[config.mk]
export PLATFORM = sky130hd
export DESIGN_NAME = csa_mult_pipe
export DESIGN_NICKNAME = d
export VERILOG_FILES = /design/src/rtl/csa_mult_pipe.sv
export SDC_FILE = /design/constraint.sdc
export NUM_CORES = 1
export LEC_CHECK = 0
export CELL_PAD_IN_SITES_DETAIL_PLACEMENT = 0
export CELL_PAD_IN_SITES_GLOBAL_PLACEMENT = 1
export CORE_ASPECT_RATIO = 0.5
export CORE_MARGIN = 2
export CORE_UTILIZATION = 46
export DETAILED_ROUTE_END_ITERATION = 7
export GPL_TIMING_DRIVEN = 1
export MAX_ROUTING_LAYER = met4
export PLACE_DENSITY = 0.87
export SYNTH_ARGS = -nofsm -noshare
export SYNTH_HDL_FRONTEND = slang
export SYNTH_SLANG_ARGS = --single-unit
[constraint.sdc]
create_clock -name clk -period 2.1 [get_ports clk]
set_clock_uncertainty 0.15 [all_clocks]
set_input_delay 0.63 -clock clk [delete_from_list [all_inputs] [get_ports clk]]
set_output_delay 0.63 -clock clk [all_outputs]
set_load 0.01 [all_outputs]
[src/rtl/csa_mult_pipe.sv]
// Pipelined carry-save array multiplier (unsigned / Baugh-Wooley signed) with
// valid/ready handshake, a pass-through tag and a registered carry-propagate output stage.
module csa_mult_pipe #(
    parameter int WIDTH          = 6,
    parameter int ROWS_PER_STAGE = 2,
    parameter int TAG_W          = 4
) (
    input  logic                 clk,
    input  logic                 rst_n,
    input  logic                 in_valid,
    output logic                 in_ready,
    input  logic [WIDTH-1:0]     in_a,
    input  logic [WIDTH-1:0]     in_b,
    input  logic                 in_signed,
    input  logic [TAG_W-1:0]     in_tag,
    output logic                 out_valid,
    input  logic                 out_ready,
    output logic [2*WIDTH-1:0]   out_prod,
    output logic [TAG_W-1:0]     out_tag,
    output logic                 out_signed
);

    localparam int S  = (WIDTH + ROWS_PER_STAGE - 1) / ROWS_PER_STAGE;
    localparam int PW = 2 * WIDTH;
    localparam logic [PW-1:0]    BW_K = (PW'(1) << WIDTH) | (PW'(1) << (PW - 1));
    localparam logic [WIDTH-1:0] MSB  = WIDTH'(1) << (WIDTH - 1);

    // Index 0 is the operand capture register; index k+1 holds the result of row group k.
    logic              v_q   [0:S];
    logic              sg_q  [0:S];
    logic [TAG_W-1:0]  tag_q [0:S];
    logic [WIDTH-1:0]  a_q   [0:S];
    logic [WIDTH-1:0]  b_q   [0:S];
    logic [PW-1:0]     s_q   [0:S];
    logic [PW-1:0]     c_q   [0:S];

    logic [PW-1:0]     red_s [0:S-1];
    logic [PW-1:0]     red_c [0:S-1];

    logic              adv;

    assign adv      = !(out_valid && !out_ready);
    assign in_ready = adv;

    // Each group folds its rows into the redundant pair with one 3:2 compressor per row.
    // Signed rows flip the MSB column, except the last row which flips all but its MSB.
    always_comb begin
        logic [PW-1:0]    s;
        logic [PW-1:0]    c;
        logic [PW-1:0]    r;
        logic [PW-1:0]    m;
        logic [WIDTH-1:0] row;
        s   = '0;
        c   = '0;
        r   = '0;
        m   = '0;
        row = '0;
        for (int unsigned k = 0; k < S; k++) begin
            s = s_q[k];
            c = c_q[k];
            for (int unsigned i = 0; i < WIDTH; i++) begin
                if (i >= k * ROWS_PER_STAGE && i < (k + 1) * ROWS_PER_STAGE) begin
                    row = a_q[k] & {WIDTH{b_q[k][i]}};
                    if (sg_q[k]) begin
                        row = row ^ ((i == WIDTH - 1) ? ~MSB : MSB);
                    end
                    r = PW'(row) << i;
                    m = (s & c) | (s & r) | (c & r);
                    s = s ^ c ^ r;
                    c = m << 1;
                end
            end
            red_s[k] = s;
            red_c[k] = c;
        end
    end

    always_ff @(posedge clk or negedge rst_n) begin
        if (!rst_n) begin
            for (int unsigned k = 0; k <= S; k++) begin
                v_q[k]   <= 1'b0;
                sg_q[k]  <= 1'b0;
                tag_q[k] <= '0;
                a_q[k]   <= '0;
                b_q[k]   <= '0;
                s_q[k]   <= '0;
                c_q[k]   <= '0;
            end
            out_valid  <= 1'b0;
            out_prod   <= '0;
            out_tag    <= '0;
            out_signed <= 1'b0;
        end else if (adv) begin
            v_q[0]   <= in_valid;
            sg_q[0]  <= in_signed;
            tag_q[0] <= in_tag;
            a_q[0]   <= in_a;
            b_q[0]   <= in_b;
            s_q[0]   <= in_signed ? BW_K : '0;
            c_q[0]   <= '0;
            for (int unsigned k = 0; k < S; k++) begin
                v_q[k+1]   <= v_q[k];
                sg_q[k+1]  <= sg_q[k];
                tag_q[k+1] <= tag_q[k];
                a_q[k+1]   <= a_q[k];
                b_q[k+1]   <= b_q[k];
                s_q[k+1]   <= red_s[k];
                c_q[k+1]   <= red_c[k];
            end
            out_valid <= v_q[S];
            if (v_q[S]) begin
                out_prod   <= s_q[S] + c_q[S];
                out_tag    <= tag_q[S];
                out_signed <= sg_q[S];
            end
        end
    end

endmodule

==> results of run 1 <==
==> cells in the mapped netlist <==
master / count
nand2_1: 307
dfrtp_1: 117
and2_1: 25
fa_1: 21
ha_1: 15
mux2_4: 12
buf_2: 11
xnor2_1: 11
clkbuf_1: 8
a21oi_1: 5
a21o_1: 3
buf_4: 3
buf_6: 3
o21ai_0: 3
xor2_1: 3
and3_1: 1
inv_4: 1
mux2_2: 1
nand2_4: 1
nand2b_1: 1
nand3_1: 1
nand4_1: 1
nor2_1: 1
nor2b_1: 1
o31ai_1: 1
==> cells by family after synthesis <==
family,synth area share (%)
AOI/OAI and AO/OA,1.292
xor gates and xnor gates,2.262
adders and majority gates,11.22
buffers and inverters,2.723
DFF,54.00
muxes,3.531
and+or+nand+nor,24.97
==> metrics by stage <==
step	hold WS, ps	cell area, um^2	power [mW]	utilization, %	setup WS (ps)
4_1_cts	316.5	6655	10.97	59.16	5.020
2_1_floorplan	184.4	5421	6.605	-	219.6
3_5_place_dp	304.7	6007	7.803	53.40	-445.6
6_report	310.1	6688	10.82	59.45	44.39
3_3_place_gp	298.3	6007	7.665	53.40	-442.0
5_1_grt	338.3	6688	11.70	59.45	2.239
==> registers in the layout, indices dropped and copies added, names as in the netlist <==
register    flops
a_q            18
b_q            12
c_q            18
out_prod       12
out_signed      1
out_tag         4
out_valid       1
s_q            28
sg_q            3
tag_q          16
v_q             4
==> final cells by class <==
type,count,area share [%]
inverter,1,0.09355
clock buffer,23,7.297
multi-input combinational,414,35.19
timing repair buffer,52,8.438
clock inverter,9,2.208
sequential,117,43.80
tap,159,2.975
==> report_power, final <==
group	leakage (nW)	switching, mW	internal, mW
combinational	1.87	1.98	1.85
clock	0.313	0.976	2.10
sequential	1.46	0.691	3.23
total	3.64	3.64	7.18
==> placed cells by master (no fill, tap or decap), drive strengths merged <==
cell,count
bufinv,4
clkinvlp,1
clkinv,4
a21oi,5
dlygate4sd3,1
o31ai,1
nor2b,1
and2,25
clkdlybuf4s50,20
inv,1
and3,1
dlymetal6s2s,13
nand3,1
nand2b,1
xor2,3
clkbuf,24
fa,21
buf,13
nor2,1
xnor2,11
mux2,13
ha,15
nand4,1
o21ai,3
dfrtp,117
nand2,308
a21o,3
dlygate4sd2,4
==> per-layer routing <==
layer | share of wire, % | routed length (um)
met1 | 51 | 5054
met2 | 43 | 4277
met3 | 4.5 | 441
met4 | 1.2 | 120
met5 | 0 | 0
==> repair_timing <==
item                                    4_1_cts  5_1_grt
buffers inserted                              1        0
pin swaps                                     0        1
endpoints found under the setup margin        6       20
gates resized for setup                       6       16
hold buffers                                  1        0
cloned                                        0        0
hold endpoints to repair                     12        0
==> path summary, 6_finish.rpt <==
check / from / to
min in group asynchronous: rst_n / b_q[11]
hold / removal: tag_q[0] / tag_q[0]
hold reg to reg: tag_q[0] / tag_q[0]
max in group asynchronous: rst_n / b_q[14]
setup / recovery: out_prod[11] / out_prod[11]
setup reg to reg: b_q[10] / s_q[5]
==> results.cfg, run 1 <==
[worst_setup_path]
start_kind = flop
cp_data_arrival_time_ps = 1280
slowest_stage = clkdlybuf4s50_1
cp_top_family = buffers and inverters
cp_max_fo = 2
critPathCaptureType = primary output
r2r_cells = 5
crit_cells = 1
critPathKind = flop to primary output
path_buf_inv = 1
r2r_slack_ps = 90
crit_chain = clkdlybuf4s50_1
critPathMaxStageDelay_ps = 530
required_ps = 1320

[timing]
worst_pin_slew_ps = 704.7
rsz0062_at_grt = no
relSlewSlack_pct = 53.02
drv_slew = 0
clock.fmax_ghz = 0.4865
hold_viol_final = 0
tns_ps = 0
setup_viol = 0
fin_crit_ps = 2056
period_share_pct = 97.89

[yosys]
syn_inst = 557
synth_top_area_share_pct = 54.00
ys_ff_latch = 117
ys_seq_area_share_pct = 54.00
netlist_area_um2 = 5421
yosys-top-cells-area = dfrtp_1 (54%), nand2_1 (21%), fa_1 (7.8%)
synth_top_area_cell = dfrtp_1
yosysUniqueCellTypes = 25
synth_nets = 614
syn-mean-instance-area_um2 = 9.733
yosysWarnings = 0

[clock_network]
cts_max_path_buffers = 2
htree_levels = 4
clk_latency_ps = 410
cts_sinks = 117
cts_root_buf = clkbuf_16
clk_pin_slew_worst_paths_ps = 50
numCtsBuffers = 17
cts_tree = built

[finish]
multi_input_area_um2 = 2354
n_antenna_cell = 0
nets = 660
drive_above_1_share_pct = 9.903
finalNonFillerCells = 775
regArea_um2 = 2929
area_delta_synth_final_pct = 23.36
fillers = 963

[global_routing]
grtUsageMet3_pct = 5.390
use_met2_pct = 25.20
use_met1_pct = 25.01
grt_max_degree = 102
grt_antenna_before_repair = 0
grt_pass1_vias = 3475
grt_pass1_wl_um = 16980
grt_overflow = 0
track_usage_pct = 17.93
top_usage_layer = met2

[floorplanning]
die_area_um2 = 12720
pin_count = 40
die_w_um = 157.5
core-area_um2 = 11250
die_y_um = 80.77
start_util_pct = 48.19
placementRows = 27

[place]
port_buffers = 39
placed_cells = 741
hpwl_um = 5902
place.gp.congestion = 0.7625

[drt]
drt_iter0_drc = 229
drt_pass1_iterations = 4
wl_per_cell_um = 12.77
ant_nets = 0
vias = 3592
drt_drc_violations_left = 0
wirelength_um = 9893
viasPerCell = 4.635

[hold_path]
min_path_type = flop to flop
hold_depth = 2

[outcome]
status = complete, no violations

[power]
power_per_cell_area_nw_per_um2 = 1618
power_leakage_nw = 3.641
ir_worst_vdd_mv = 0.6966

[flow_run]
maxCapViolations = 0
(Power assumes the default switching activity.)
==> run 2, diff against run 1 <==
--- a/config.mk
+++ b/config.mk
@@ -17,3 +17,4 @@
 export SYNTH_ARGS = -nofsm -noshare
 export SYNTH_HDL_FRONTEND = slang
 export SYNTH_SLANG_ARGS = --single-unit
+export TNS_END_PERCENT = 5
==> results of run 2 <==
Final layout, timing and power as in run 1 (identical DEF).
==> run 3, diff against run 2 <==
--- a/config.mk
+++ b/config.mk
@@ -13,7 +13,9 @@
 export DETAILED_ROUTE_END_ITERATION = 7
 export GPL_TIMING_DRIVEN = 1
 export MAX_ROUTING_LAYER = met4
-export PLACE_DENSITY = 0.87
+export PLACE_DENSITY = 0.9
+export SKIP_CTS_REPAIR_TIMING = 1
+export SLEW_MARGIN = 0
 export SYNTH_ARGS = -nofsm -noshare
 export SYNTH_HDL_FRONTEND = slang
 export SYNTH_SLANG_ARGS = --single-unit
==> results.cfg, run 3 (synthesized netlist as in run 1, its figures left out) <==
[timing]
relSlewSlack_pct = 35.30
fin_crit_ps = 2053
clock.fmax_ghz = 0.4870
final_critical_path_setup_slack_ps = 46.59
drv_slew = 0
hold_viol_final = 0
worst_pin_slew_ps = 970.5
tns_ps = 0
rsz0062_at_grt = no
period_share_pct = 97.78
setup_viol = 0
worst_hold_slack_ps = 312.1

[drt]
viasPerCell = 4.605
wirelength_um = 9832
drt_iter0_drc = 229
wl_per_cell_um = 12.72
drt_drc_violations_left = 0
drt_pass1_iterations = 4
ant_nets = 0
vias = 3560

[finish]
area_delta_synth_final_pct = 22.87
nets = 658
largest_reg_flops = 28
top_register = s_q
top_regs = s_q x28, a_q x18, c_q x18
final_common_cell = nand2_1
n_antenna_cell = 0
fin_util_pct = 59.21
fillers = 962
multi_input_area_um2 = 2354
drive_above_1_share_pct = 9.772
final_cell_mix = nand2_1 (307), dfrtp_1 (115), and2_1 (25)
regArea_um2 = 2930

[flow_run]
maxCapViolations = 0

[clock_network]
cts_root_buf = clkbuf_16
cts_max_path_buffers = 2
clk_pin_slew_worst_paths_ps = 50
cts_tree = built
clk_latency_ps = 410
htree_levels = 4
numCtsBuffers = 17
cts_sinks = 117

[worst_setup_path]
critPathKind = flop to primary output
critPathMaxStageDelay_ps = 530
cp_data_arrival_time_ps = 1270
path_buf_inv = 1
start_kind = flop
cp_max_fo = 2
slowest_stage = clkdlybuf4s50_1
critPathCaptureType = primary output
crit_chain = clkdlybuf4s50_1
r2r_slack_ps = 70
required_ps = 1320
cp_top_family = buffers and inverters

[power]
power_leakage_nw = 3.659
ir_worst_vdd_mv = 0.8613
total_power_mw = 10.66
power_per_cell_area_nw_per_um2 = 1600

[floorplanning]
pin_count = 40
core-area_um2 = 11250
die_area_um2 = 12720
start_util_pct = 48.19
die_w_um = 157.5
placementRows = 27
die_y_um = 80.77

[global_routing]
grt_max_degree = 102
grt_antenna_before_repair = 0
grt_overflow = 0
grt_pass1_vias = 3568
track_usage_pct = 17.96
grt_pass1_wl_um = 17080

[place]
port_buffers = 39
place.gp.congestion = 0.7400
hpwl_um = 6150
dp_slack_ps = -463.3

[outcome]
status = complete, no violations

[hold_path]
min_path_type = flop to flop
==> run 3: cell count changes in the layout (fill, tap and decap cells not counted), moves of 2 or more <==
cell / delta
clkbuf_8: -4
dlymetal6s2s_1: +6
dlygate4sd2_1: -4
clkinvlp_4: +2
clkinv_4: +2
==> run 3: final cells by class <==
cell class / count / share of cell area [%]
inverter: 1 / 0.09391
clock inverter: 14 / 2.780
timing repair buffer: 50 / 8.377
multi-input combinational: 414 / 35.33
sequential: 117 / 43.99
tap: 159 / 2.986
clock buffer: 18 / 6.443
==> run 3: worst paths after layout <==
| path | start | end | cells after the start |
|---|---|---|---|
| max reg2reg | b_q[14] | s_q[17] | 5 |
| min in group asynchronous | rst_n | b_q[23] | 2 |
| min | b_q[23] | b_q[23] | 2 |
| max | out_prod[11] | out_prod[11] | 1 |
| max in group asynchronous | rst_n | b_q[14] | 3 |
| min reg2reg | b_q[23] | b_q[23] | 2 |
==> run 3: routing by layer <==
layer,GRT usage [%],wire [um],share of wire (%),vias up
li1,-,-,-,1816
met1,24.76,5083,52,1685
met2,25.72,4291,44,48
met3,5.390,346,3.5,11
met4,5.727,111,1.1,0
met5,-,0,0,-
==> run 3: metrics by stage <==
stage,cells,cell area (um^2)
final,773,6661
after global routing,773,6661
after CTS,772,6601
after detailed placement,740,5987
after global placement,740,5987
after floorplan,557,5421
==> run 3: power breakdown <==
group	switching [mW]	internal (mW)	total (mW)	leakage (nW)
Sequential	0.696	3.23	3.92	1.46
Clock	1.02	1.97	2.99	0.295
Combinational	1.94	1.80	3.74	1.91
Total	3.65	7.00	10.7	3.66
